## config.mk

```make
export PLATFORM = sky130hd
export DESIGN_NAME = pipeline_hazard_sequencer
export DESIGN_NICKNAME = d
export VERILOG_FILES = /design/src/rtl/pipeline_hazard_sequencer.sv
export SDC_FILE = /design/constraint.sdc
export NUM_CORES = 1
export LEC_CHECK = 0
export ABC_AREA = 1
export ABC_CLOCK_PERIOD_IN_PS = 1950
export CORE_ASPECT_RATIO = 1.75
export CORE_MARGIN = 4
export CORE_UTILIZATION = 42
export CTS_CLUSTER_DIAMETER = 80
export CTS_CLUSTER_SIZE = 40
export DETAILED_ROUTE_END_ITERATION = 6
export GPL_TIMING_DRIVEN = 0
export PLACE_DENSITY_LB_ADDON = 0.05
export SETUP_SLACK_MARGIN = 0.15
export SLEW_MARGIN = 20
export SYNTH_ARGS = -nofsm -noshare
export SYNTH_HDL_FRONTEND = slang
export SYNTH_SLANG_ARGS = --single-unit
```

## constraint.sdc

```tcl
create_clock -name clk -period 1.95 [get_ports clk]
set_clock_uncertainty 0.1 [all_clocks]
set_input_delay 0.2925 -clock clk [delete_from_list [all_inputs] [get_ports clk]]
set_output_delay 0.2925 -clock clk [all_outputs]
set_load 0.01 [all_outputs]
```

## src/rtl/pipeline_hazard_sequencer.sv

```systemverilog
// Hazard sequencer for the 5-stage pipeline. It generates the forwarding selects, load-use bubbles,
// data-memory wait/timeout freezes and the taken-branch IF flush.
module pipeline_hazard_sequencer #(
    parameter int LOAD_USE_BUBBLES = 1,
    parameter int MEM_TIMEOUT      = 15
) (
    input  logic       clk,
    input  logic       reset,
    input  logic [3:0] ID_Rn,
    input  logic [3:0] ID_Rm,
    input  logic [3:0] ID_Rd,
    input  logic       ID_use_Rn,
    input  logic       ID_use_Rm,
    input  logic       ID_use_Rd,
    input  logic       ID_B_instr,
    input  logic       cond_true,
    input  logic [3:0] EX_Rd,
    input  logic [3:0] MEM_Rd,
    input  logic [3:0] WB_Rd,
    input  logic       EX_RF_enable,
    input  logic       MEM_RF_enable,
    input  logic       WB_RF_enable,
    input  logic       EX_Load_Inst,
    input  logic       MEM_mem_enable,
    input  logic       mem_ready,
    output logic       PC_enable,
    output logic       IF_ID_enable,
    output logic       ID_nop_sel,
    output logic       IF_flush,
    output logic       pipe_freeze,
    output logic [1:0] fwd_A,
    output logic [1:0] fwd_B,
    output logic [1:0] fwd_C,
    output logic       mem_error
);

    localparam int            WW       = $clog2(MEM_TIMEOUT + 1);
    localparam logic [1:0]    BUBBLES  = 2'(LOAD_USE_BUBBLES);
    localparam logic [WW-1:0] TIMEOUT  = WW'(MEM_TIMEOUT);

    typedef enum logic [1:0] {RUN, LOAD_STALL, MEM_WAIT} state_t;

    state_t        state, state_next;
    logic [1:0]    bub_cnt, bub_next, bub_inc;
    logic [WW-1:0] wait_cnt, wait_next, wait_inc;
    logic          mw, luh, branch_taken;
    logic          run_eval, mw_allowed;

    function automatic logic [1:0] fwd_sel(input logic [3:0] r, input logic use_r,
                                          input logic [3:0] ex_rd, input logic ex_we,
                                          input logic ex_load, input logic [3:0] mem_rd,
                                          input logic mem_we, input logic [3:0] wb_rd,
                                          input logic wb_we);
        logic [1:0] sel;
        sel = 2'b00;
        if (use_r && r != 4'd15) begin
            if (ex_we && ex_rd == r && !ex_load)
                sel = 2'b01;
            else if (mem_we && mem_rd == r)
                sel = 2'b10;
            else if (wb_we && wb_rd == r)
                sel = 2'b11;
        end
        return sel;
    endfunction

    function automatic logic load_hit(input logic [3:0] r, input logic use_r,
                                      input logic [3:0] ex_rd, input logic ex_we,
                                      input logic ex_load);
        return use_r && r != 4'd15 && ex_we && ex_load && ex_rd == r;
    endfunction

    assign fwd_A = reset ? 2'b00 : fwd_sel(ID_Rn, ID_use_Rn, EX_Rd, EX_RF_enable, EX_Load_Inst,
                                           MEM_Rd, MEM_RF_enable, WB_Rd, WB_RF_enable);
    assign fwd_B = reset ? 2'b00 : fwd_sel(ID_Rm, ID_use_Rm, EX_Rd, EX_RF_enable, EX_Load_Inst,
                                           MEM_Rd, MEM_RF_enable, WB_Rd, WB_RF_enable);
    assign fwd_C = reset ? 2'b00 : fwd_sel(ID_Rd, ID_use_Rd, EX_Rd, EX_RF_enable, EX_Load_Inst,
                                           MEM_Rd, MEM_RF_enable, WB_Rd, WB_RF_enable);

    assign luh = load_hit(ID_Rn, ID_use_Rn, EX_Rd, EX_RF_enable, EX_Load_Inst) ||
                 load_hit(ID_Rm, ID_use_Rm, EX_Rd, EX_RF_enable, EX_Load_Inst) ||
                 load_hit(ID_Rd, ID_use_Rd, EX_Rd, EX_RF_enable, EX_Load_Inst);
    assign mw           = MEM_mem_enable && !mem_ready;
    assign branch_taken = ID_B_instr && cond_true;
    assign bub_inc      = bub_cnt + 2'd1;
    assign wait_inc     = wait_cnt + WW'(1);

    always_ff @(posedge clk) begin
        if (reset) begin
            state    <= RUN;
            bub_cnt  <= '0;
            wait_cnt <= '0;
        end else begin
            state    <= state_next;
            bub_cnt  <= bub_next;
            wait_cnt <= wait_next;
        end
    end

    // A wait release or timeout falls through to the normal RUN decision in the same cycle,
    // so a held branch or load-use hazard is handled without losing a cycle.
    always_comb begin
        state_next   = state;
        bub_next     = bub_cnt;
        wait_next    = wait_cnt;
        PC_enable    = 1'b1;
        IF_ID_enable = 1'b1;
        ID_nop_sel   = 1'b0;
        IF_flush     = 1'b0;
        pipe_freeze  = 1'b0;
        mem_error    = 1'b0;
        run_eval     = 1'b0;
        mw_allowed   = 1'b1;

        case (state)
            RUN: run_eval = 1'b1;
            LOAD_STALL: begin
                if (mw) begin
                    pipe_freeze  = 1'b1;
                    PC_enable    = 1'b0;
                    IF_ID_enable = 1'b0;
                    bub_next     = 2'd0;
                    wait_next    = WW'(1);
                    state_next   = MEM_WAIT;
                end else begin
                    PC_enable    = 1'b0;
                    IF_ID_enable = 1'b0;
                    ID_nop_sel   = 1'b1;
                    bub_next     = bub_inc;
                    if (bub_inc == BUBBLES) begin
                        bub_next   = 2'd0;
                        state_next = RUN;
                    end
                end
            end
            MEM_WAIT: begin
                if (mem_ready) begin
                    wait_next  = '0;
                    run_eval   = 1'b1;
                    mw_allowed = 1'b0;
                end else if (wait_inc == TIMEOUT) begin
                    mem_error  = 1'b1;
                    wait_next  = '0;
                    run_eval   = 1'b1;
                    mw_allowed = 1'b0;
                end else begin
                    pipe_freeze  = 1'b1;
                    PC_enable    = 1'b0;
                    IF_ID_enable = 1'b0;
                    wait_next    = wait_inc;
                end
            end
            default: state_next = RUN;
        endcase

        if (run_eval) begin
            state_next = RUN;
            bub_next   = 2'd0;
            if (mw_allowed && mw) begin
                pipe_freeze  = 1'b1;
                PC_enable    = 1'b0;
                IF_ID_enable = 1'b0;
                wait_next    = WW'(1);
                state_next   = MEM_WAIT;
            end else if (luh) begin
                PC_enable    = 1'b0;
                IF_ID_enable = 1'b0;
                ID_nop_sel   = 1'b1;
                bub_next     = 2'd1;
                state_next   = (BUBBLES > 2'd1) ? LOAD_STALL : RUN;
            end else if (branch_taken) begin
                IF_flush = 1'b1;
            end
        end

        if (reset) begin
            PC_enable    = 1'b0;
            IF_ID_enable = 1'b0;
            ID_nop_sel   = 1'b1;
            IF_flush     = 1'b1;
            pipe_freeze  = 1'b0;
            mem_error    = 1'b0;
        end
    end

endmodule

```

# ---- After elaboration in Yosys (flattened, before gate mapping)
# Cells that the tools add are included.
dict set report op_classes {
  add_sub_neg 2
  multipliers 0
  div 0
  n_lt_le_gt_ge 0
  n_eq_ne 18
  n_shift 0
  n_mux 62
  n_bitwise 0
  reduce_logical 35
}
# operator count
set ops {}
lappend ops {{two-way mux 2 bit} 23}
lappend ops {{equality test 4 bit} 9}
lappend ops {{two-way mux 1 bit} 29}
lappend ops {{logical AND 1 bit} 27}
lappend ops {{two-way mux 4 bit} 5}
lappend ops {{inequality test 4 bit (second input constant)} 4}
lappend ops {{case mux 4 bit (2 select lines)} 1}
lappend ops {{case mux 1 bit (2 select lines)} 3}
lappend ops {{adder 4 x 1 -> 4 bit (second input constant)} 1}
lappend ops {{equality test 2 x 1 -> 1 bit (second input constant)} 2}
lappend ops {{equality test 4 bit (second input constant)} 1}
lappend ops {{case mux 2 bit (2 select lines)} 1}
lappend ops {{adder 2 x 1 -> 2 bit (second input constant)} 1}
lappend ops {{equality test 2 bit (second input constant)} 1}
lappend ops {{logical NOT 1 bit} 2}
lappend ops {{logical NOT 2 bit} 1}
lappend ops {{logical OR 1 bit} 2}
lappend ops {{inequality test 2 x 1 -> 1 bit (second input constant)} 1}
lappend ops {{AND reduction 2 bit} 1}
lappend ops {{nonzero test 2 bit} 1}
lappend ops {{OR reduction 2 bit} 1}
dict set report word_totals {
  register_bits 8
  latch_bits 0
  ram_bits 0
  mem_bits_ro 0
  out_inout_bits 12
  wordCells 120
  n_memories 0
}

# ---- Depth between registers and ports, before layout
dict set report logic_depth {
  word_depth 11
  mapped_depth 9
}

# ---- Least setup slack after synthesis
# OpenSTA, ideal clock, no wires.
dict set report synth_path {
  path_type {register to output}
  start {reg wait_cnt[0]}
  end {out PC_enable}
  t_arrival_ns 1.393
  required_ns 1.558
  setup_slack_ns 0.164
  path_stages_with_launch 9
  n_path_buf 1
  cell_sequence {dfxtp_1 ha_1 xnor2_1 nor2_1 nand2_2 nand2_4 nand2_1 nor3_2 buf_4}
}
dict set report synth_between {
  elab_chain_len 9
}
# element line
set synth_lines {}
lappend synth_lines {{start, declared} 45} ;# logic [WW-1:0] wait_cnt, wait_next, wait_inc;
lappend synth_lines {{start signal, assigned} 96} ;# wait_cnt <= wait_next;
lappend synth_lines {{adder 4 x 1 -> 4 bit *} 86} ;# assign wait_inc = wait_cnt + WW'(1);
lappend synth_lines {{equality test 4 bit *} 141} ;# end else if (wait_inc == TIMEOUT) begin
lappend synth_lines {{two-way mux 1 bit (2 in series)} --}
lappend synth_lines {{case mux 1 bit (2 select lines) / two-way mux 1 bit (equally long branches)} --}
lappend synth_lines {{two-way mux 1 bit / logical AND 1 bit (equally long branches)} --}
lappend synth_lines {{two-way mux 1 bit} --}
lappend synth_lines {{two-way mux 1 bit * (2 in series)} --}
lappend synth_lines {{end, declared} 26} ;# output logic PC_enable,
# Mark *: on every way between the ends. The rest lies on a longest branch, timed or not.

# ---- Final worst setup path
dict set report layout_path {
  start {reg wait_cnt[0]}
  end {out PC_enable}
}
dict set report layout_between {
  elab_chain_len 9
}
# element line
set layout_lines {}
lappend layout_lines {{adder 4 x 1 -> 4 bit *} 86}
lappend layout_lines {{equality test 4 bit *} 141}
lappend layout_lines {{two-way mux 1 bit} 141}
lappend layout_lines {{two-way mux 1 bit} 137} ;# if (mem_ready) begin
lappend layout_lines {{case mux 1 bit (2 select lines) / two-way mux 1 bit (equally long branches)} 115} ;# case (state)
lappend layout_lines {{two-way mux 1 bit / logical AND 1 bit (equally long branches)} {165, 159}}
lappend layout_lines {{two-way mux 1 bit} 159} ;# if (mw_allowed && mw) begin
lappend layout_lines {{two-way mux 1 bit *} 156} ;# if (run_eval) begin
lappend layout_lines {{two-way mux 1 bit *} 176} ;# if (reset) begin
# Marked as above.

==> impl_results.html <==
<table>
<tr><th>Metric</th><th>Value</th></tr>
<tr><th colspan="2">Routing</th></tr>
<tr><td>Final antenna-violating net count</td><td>0</td></tr>
<tr><td>Final routed wirelength across all metal layers</td><td>approximately 3700 um</td></tr>
<tr><td>Vias per inst</td><td>5.25</td></tr>
<tr><td>Routed wirelength normalized by instance count</td><td>12.9 um</td></tr>
<tr><td>Detailed-router iteration count before antenna repair</td><td>4</td></tr>
<tr><td>Detailed-route via count</td><td>1506</td></tr>
<tr><td>Number of design-rule violations left by the first detailed-router iteration</td><td>38</td></tr>
<tr><td>DRC Markers</td><td>0</td></tr>
<tr><th colspan="2">Layout</th></tr>
<tr><td>Number of cells in the finished layout apart from fillers</td><td>287</td></tr>
<tr><td>Fraction of layout instances using a drive strength above 1</td><td>0.337</td></tr>
<tr><td>Relative area change from synthesis to final layout</td><td>51.7%</td></tr>
<tr><td>Net count of the finished layout</td><td>approximately 300</td></tr>
<tr><td>Antenna cells</td><td>0</td></tr>
<tr><td>Final-layout fill cell count</td><td>248</td></tr>
<tr><td>Cell area after layout</td><td>1630 um^2</td></tr>
<tr><td>Final core occ</td><td>0.662</td></tr>
<tr><th colspan="2">Power and ir drop</th></tr>
<tr><td>Pwr/cell area</td><td>355 nW/um^2</td></tr>
<tr><td>Static Leakage</td><td>0.000803 uW</td></tr>
<tr><td>Highest ir drop seen on vdd</td><td>0.000187 V</td></tr>
<tr><th colspan="2">Timing</th></tr>
<tr><td>Count of pins over their slew limit</td><td>0</td></tr>
<tr><td>Final number of setup-violating endpoints</td><td>1</td></tr>
<tr><td>Final worst path period need</td><td>approximately 2000 ps</td></tr>
<tr><td>Highest achievable clock rate</td><td>a little over 500 MHz</td></tr>
<tr><td>Slew @ Worst Pin</td><td>314 ps</td></tr>
<tr><td>RSZ-0062 raised after global routing</td><td>yes</td></tr>
<tr><td>Hold Vio Cnt, Final</td><td>0</td></tr>
<tr><td>Final-layout worst hold slack</td><td>272 ps</td></tr>
<tr><td>Headroom to the max-slew limit</td><td>0.790</td></tr>
<tr><td>Least setup slack across all paths after layout</td><td>-22.4 ps</td></tr>
<tr><td>Period Utilization, post-route</td><td>1.01</td></tr>
<tr><th colspan="2">Setup path</th></tr>
<tr><td>Startpoint type of the worst setup path</td><td>register</td></tr>
<tr><td>Data arrival time of the critical path</td><td>~1600 ps</td></tr>
<tr><td>Critical path fanouts, max</td><td>4</td></tr>
<tr><td>Critical Path Sink Type</td><td>output pin</td></tr>
<tr><td>Class of the most critical setup path</td><td>reg2out</td></tr>
<tr><td>Required arrival time at the worst endpoint</td><td>1560 ps</td></tr>
<tr><td>Setup slack on the worst flop-to-flop path</td><td>430 ps</td></tr>
<tr><th colspan="2">Synthesis</th></tr>
<tr><td>Portion of the post-synthesis area used by sequential elements</td><td>0.0932</td></tr>
<tr><td>Distinct cells, synth</td><td>26</td></tr>
<tr><td>Xor and xnor fraction of the mapped netlist area</td><td>0.0897</td></tr>
<tr><td>Synthesized netlist net count</td><td>242</td></tr>
<tr><td>Mux contribution to synthesized area</td><td>0</td></tr>
<tr><td>Avg Cell Area, Syn</td><td>5.29 um^2</td></tr>
<tr><td>Number of warnings issued by yosys</td><td>0</td></tr>
<tr><td>Fraction of the mapped netlist area in simple logic gates</td><td>0.471</td></tr>
<tr><td>Compound-cell area share of the yosys netlist</td><td>0.185</td></tr>
<tr><td>Combinational family with the most area after synthesis</td><td>simple AND/OR/NAND/NOR gates</td></tr>
<tr><td>Register bit count reported by yosys</td><td>5</td></tr>
<tr><td>Fraction of the mapped netlist area in adder cells</td><td>0.0233</td></tr>
<tr><td>Instance count of the mapped netlist</td><td>203</td></tr>
<tr><td>Total standard cell area after synthesis</td><td>1070 um^2</td></tr>
<tr><th colspan="2">Global routing</th></tr>
<tr><td>Maximum number of pins on one net before global-route repair</td><td>11</td></tr>
<tr><td>Global-route total usage across every layer</td><td>0.216</td></tr>
<tr><td>Overflow after GRT</td><td>0</td></tr>
<tr><td>Number of global-route vias before repair</td><td>1428</td></tr>
<tr><td>Global-route wire length before repair</td><td>5600 um</td></tr>
<tr><td>Number of antenna violations at the first check in global routing</td><td>0</td></tr>
<tr><th colspan="2">Die</th></tr>
<tr><td>Initial Utilization</td><td>0.436</td></tr>
<tr><td>Core area</td><td>roughly 2500 um^2</td></tr>
<tr><td>Top-level port count</td><td>around 50</td></tr>
<tr><td>Number of cell rows</td><td>24</td></tr>
<tr><td>Vert. Die Dim</td><td>74.9 um</td></tr>
<tr><td>Total Die Area</td><td>~3500 um^2</td></tr>
<tr><td>Horizontal die dimension</td><td>46.2 um</td></tr>
<tr><th colspan="2">Clock network</th></tr>
<tr><td>Root buffer cell</td><td>sky130_fd_sc_hd__clkbuf_8</td></tr>
<tr><td>Clock-pin slew on the worst setup and hold paths</td><td>approximately 40 ps</td></tr>
<tr><td>Clk buf depth</td><td>2</td></tr>
<tr><td>Number of CTS-inserted buffers</td><td>3</td></tr>
<tr><td>H-tree lvl count</td><td>1</td></tr>
<tr><td>Worst-skew pair later-pin latency</td><td>230 ps</td></tr>
<tr><td>CTS tree</td><td>built</td></tr>
<tr><td>CTS sink cnt</td><td>5</td></tr>
<tr><th colspan="2">Place</th></tr>
<tr><td>Placed Instance Area</td><td>1580 um^2</td></tr>
<tr><td>Setup slack at placement</td><td>-681 ps</td></tr>
<tr><td>Dpl hpwl</td><td>2930 um</td></tr>
<tr><td>Number of port buffers</td><td>between 40 and 50</td></tr>
<tr><td>Global placement routability congestion</td><td>0.886</td></tr>
<tr><td>Number of placed cells counting well taps</td><td>roughly 280</td></tr>
<tr><th colspan="2">Flow run</th></tr>
<tr><td>Number of max-cap violations</td><td>0</td></tr>
<tr><th colspan="2">Worst hold path</th></tr>
<tr><td>Path category of the worst min-delay check</td><td>in2reg</td></tr>
<tr><th colspan="2">Status</th></tr>
<tr><td>Failing checks</td><td>setup timing</td></tr>
<tr><td>Outcome</td><td>finished, violations left</td></tr>
</table>
==> logic make-up after synthesis <==
kind of cell,Yosys count
XOR/XNOR,11
buffers and inverters,38
AO/OA/AOI/OAI,34
adder cells (fa/ha/maj),2
AND/OR/NAND/NOR,113
flip-flops,5
==> per-stage QoR <==
stage                     power (uW)  setup TNS (ps)
after floorplan                  241               0
after detailed placement         387           -6490
after global placement           385           -6560
final                            579           -22.4
after global routing             613            -224
after CTS                        568           -51.7
==> per-layer routing <==
metal | track usage | part of all wire | vias to the layer above
li1 | - | - | 776
met1 | 0.194 | 0.34 | 667
met2 | 0.446 | 0.58 | 50
met3 | 0.0120 | 0.043 | 13
met4 | 0.101 | 0.036 | 0
met5 | 0 | 0 | -
==> critical path: stages, from the launching register on <==
cell	delay, ps
sky130_fd_sc_hd__dfxtp_4	360
sky130_fd_sc_hd__ha_4	170
sky130_fd_sc_hd__xnor2_4	120
sky130_fd_sc_hd__nor2_2	100
sky130_fd_sc_hd__nand2_2	80
sky130_fd_sc_hd__nand2_4	80
sky130_fd_sc_hd__nand2_2	50
sky130_fd_sc_hd__nor3_2	160
sky130_fd_sc_hd__buf_4	130
sky130_fd_sc_hd__buf_6	90
==> cell usage after synthesis <==
| cell | n | area (um^2) |
|---|---|---|
| sky130_fd_sc_hd__nand2_4 | 1 | 11.3 |
| sky130_fd_sc_hd__o21ai_0 | 5 | 25.0 |
| sky130_fd_sc_hd__nor3_2 | 1 | 10.0 |
| sky130_fd_sc_hd__buf_2 | 1 | 5.00 |
| sky130_fd_sc_hd__nor2_4 | 1 | 11.3 |
| sky130_fd_sc_hd__o22ai_1 | 9 | 56.3 |
| sky130_fd_sc_hd__nand4_1 | 6 | 37.5 |
| sky130_fd_sc_hd__ha_1 | 2 | 25.0 |
| sky130_fd_sc_hd__xnor2_1 | 11 | 96.3 |
| sky130_fd_sc_hd__nor3_1 | 2 | 10.0 |
| sky130_fd_sc_hd__buf_4 | 1 | 7.51 |
| sky130_fd_sc_hd__nand2_1 | 52 | 195 |
| sky130_fd_sc_hd__nand3b_1 | 2 | 15.0 |
| sky130_fd_sc_hd__nand2_2 | 2 | 12.5 |
| sky130_fd_sc_hd__nor4_1 | 1 | 6.26 |
| sky130_fd_sc_hd__inv_1 | 36 | 135 |
| sky130_fd_sc_hd__dfxtp_1 | 5 | 100 |
| sky130_fd_sc_hd__a21oi_2 | 2 | 17.5 |
| sky130_fd_sc_hd__a21oi_1 | 12 | 60.1 |
| sky130_fd_sc_hd__nand3_1 | 14 | 70.1 |
| sky130_fd_sc_hd__o211ai_1 | 3 | 22.5 |
| sky130_fd_sc_hd__nor2_1 | 27 | 101 |
| sky130_fd_sc_hd__or2_1 | 2 | 12.5 |
| sky130_fd_sc_hd__o21ai_1 | 2 | 10.0 |
| sky130_fd_sc_hd__a21boi_0 | 1 | 7.51 |
| sky130_fd_sc_hd__or2_0 | 2 | 12.5 |
==> path summary, 6_finish.rpt <==
check	start	to	cells after the start
worst min-delay path	reset	wait_cnt[1]	2
worst min register to register	wait_cnt[3]	wait_cnt[3]	2
worst max-delay path	wait_cnt[0]	PC_enable	9
worst max register to register	wait_cnt[0]	wait_cnt[2]	9
==> flip-flops by register name, summed over array words and instances, names as in the netlist <==
signal,count
wait_cnt,4
state,1
==> cells in the final DEF (no fill, tap or decap), types with 2 or more instances in the layout <==
cell type and n:
sky130_fd_sc_hd__nand3_1 11, sky130_fd_sc_hd__inv_1 24, sky130_fd_sc_hd__clkbuf_8 3, sky130_fd_sc_hd__or2_0 2, sky130_fd_sc_hd__o21ai_0 5, sky130_fd_sc_hd__nand3b_1 2, sky130_fd_sc_hd__xnor2_1 9, sky130_fd_sc_hd__dfxtp_1 2
sky130_fd_sc_hd__a21oi_2 7, sky130_fd_sc_hd__buf_2 18, sky130_fd_sc_hd__clkbuf_2 15, sky130_fd_sc_hd__o22ai_1 9, sky130_fd_sc_hd__a21oi_1 7, sky130_fd_sc_hd__inv_2 12, sky130_fd_sc_hd__clkdlybuf4s50_1 7, sky130_fd_sc_hd__nor2_1 23
sky130_fd_sc_hd__dlygate4sd2_1 3, sky130_fd_sc_hd__nand2_1 50, sky130_fd_sc_hd__o211ai_1 3, sky130_fd_sc_hd__nand2_2 4, sky130_fd_sc_hd__clkdlybuf4s15_1 3, sky130_fd_sc_hd__or2_1 2, sky130_fd_sc_hd__nor3_2 2, sky130_fd_sc_hd__nand4_1 6
sky130_fd_sc_hd__dfxtp_4 2, sky130_fd_sc_hd__nand3_2 3, sky130_fd_sc_hd__buf_4 8, sky130_fd_sc_hd__nor2_2 4
==> where the power goes <==
part	leakage, uW	switching [uW]	internal (uW)
sequential	0.0000426	3.71	105
combinational	0.000738	154	119
clock	0.0000228	56.6	141
==> timing repair <==
action,4_1_cts,5_1_grt
gates resized for setup,117,56
buffers inserted,3,4
setup endpoints to repair,12,12
hold buffers,0,0
pin swaps,19,19
==> layout make-up <==
class                   count  area (um^2)  area share
multi-input cells         160          933       0.573
repair buffers             54          362       0.222
inverters                  36          135      0.0829
flip-flops and latches      5          109      0.0668
clock buffers               4         45.0      0.0276
well taps                  26         32.5      0.0200
plain buffers               2         12.5     0.00768
Power figures use the tool's default switching activity.
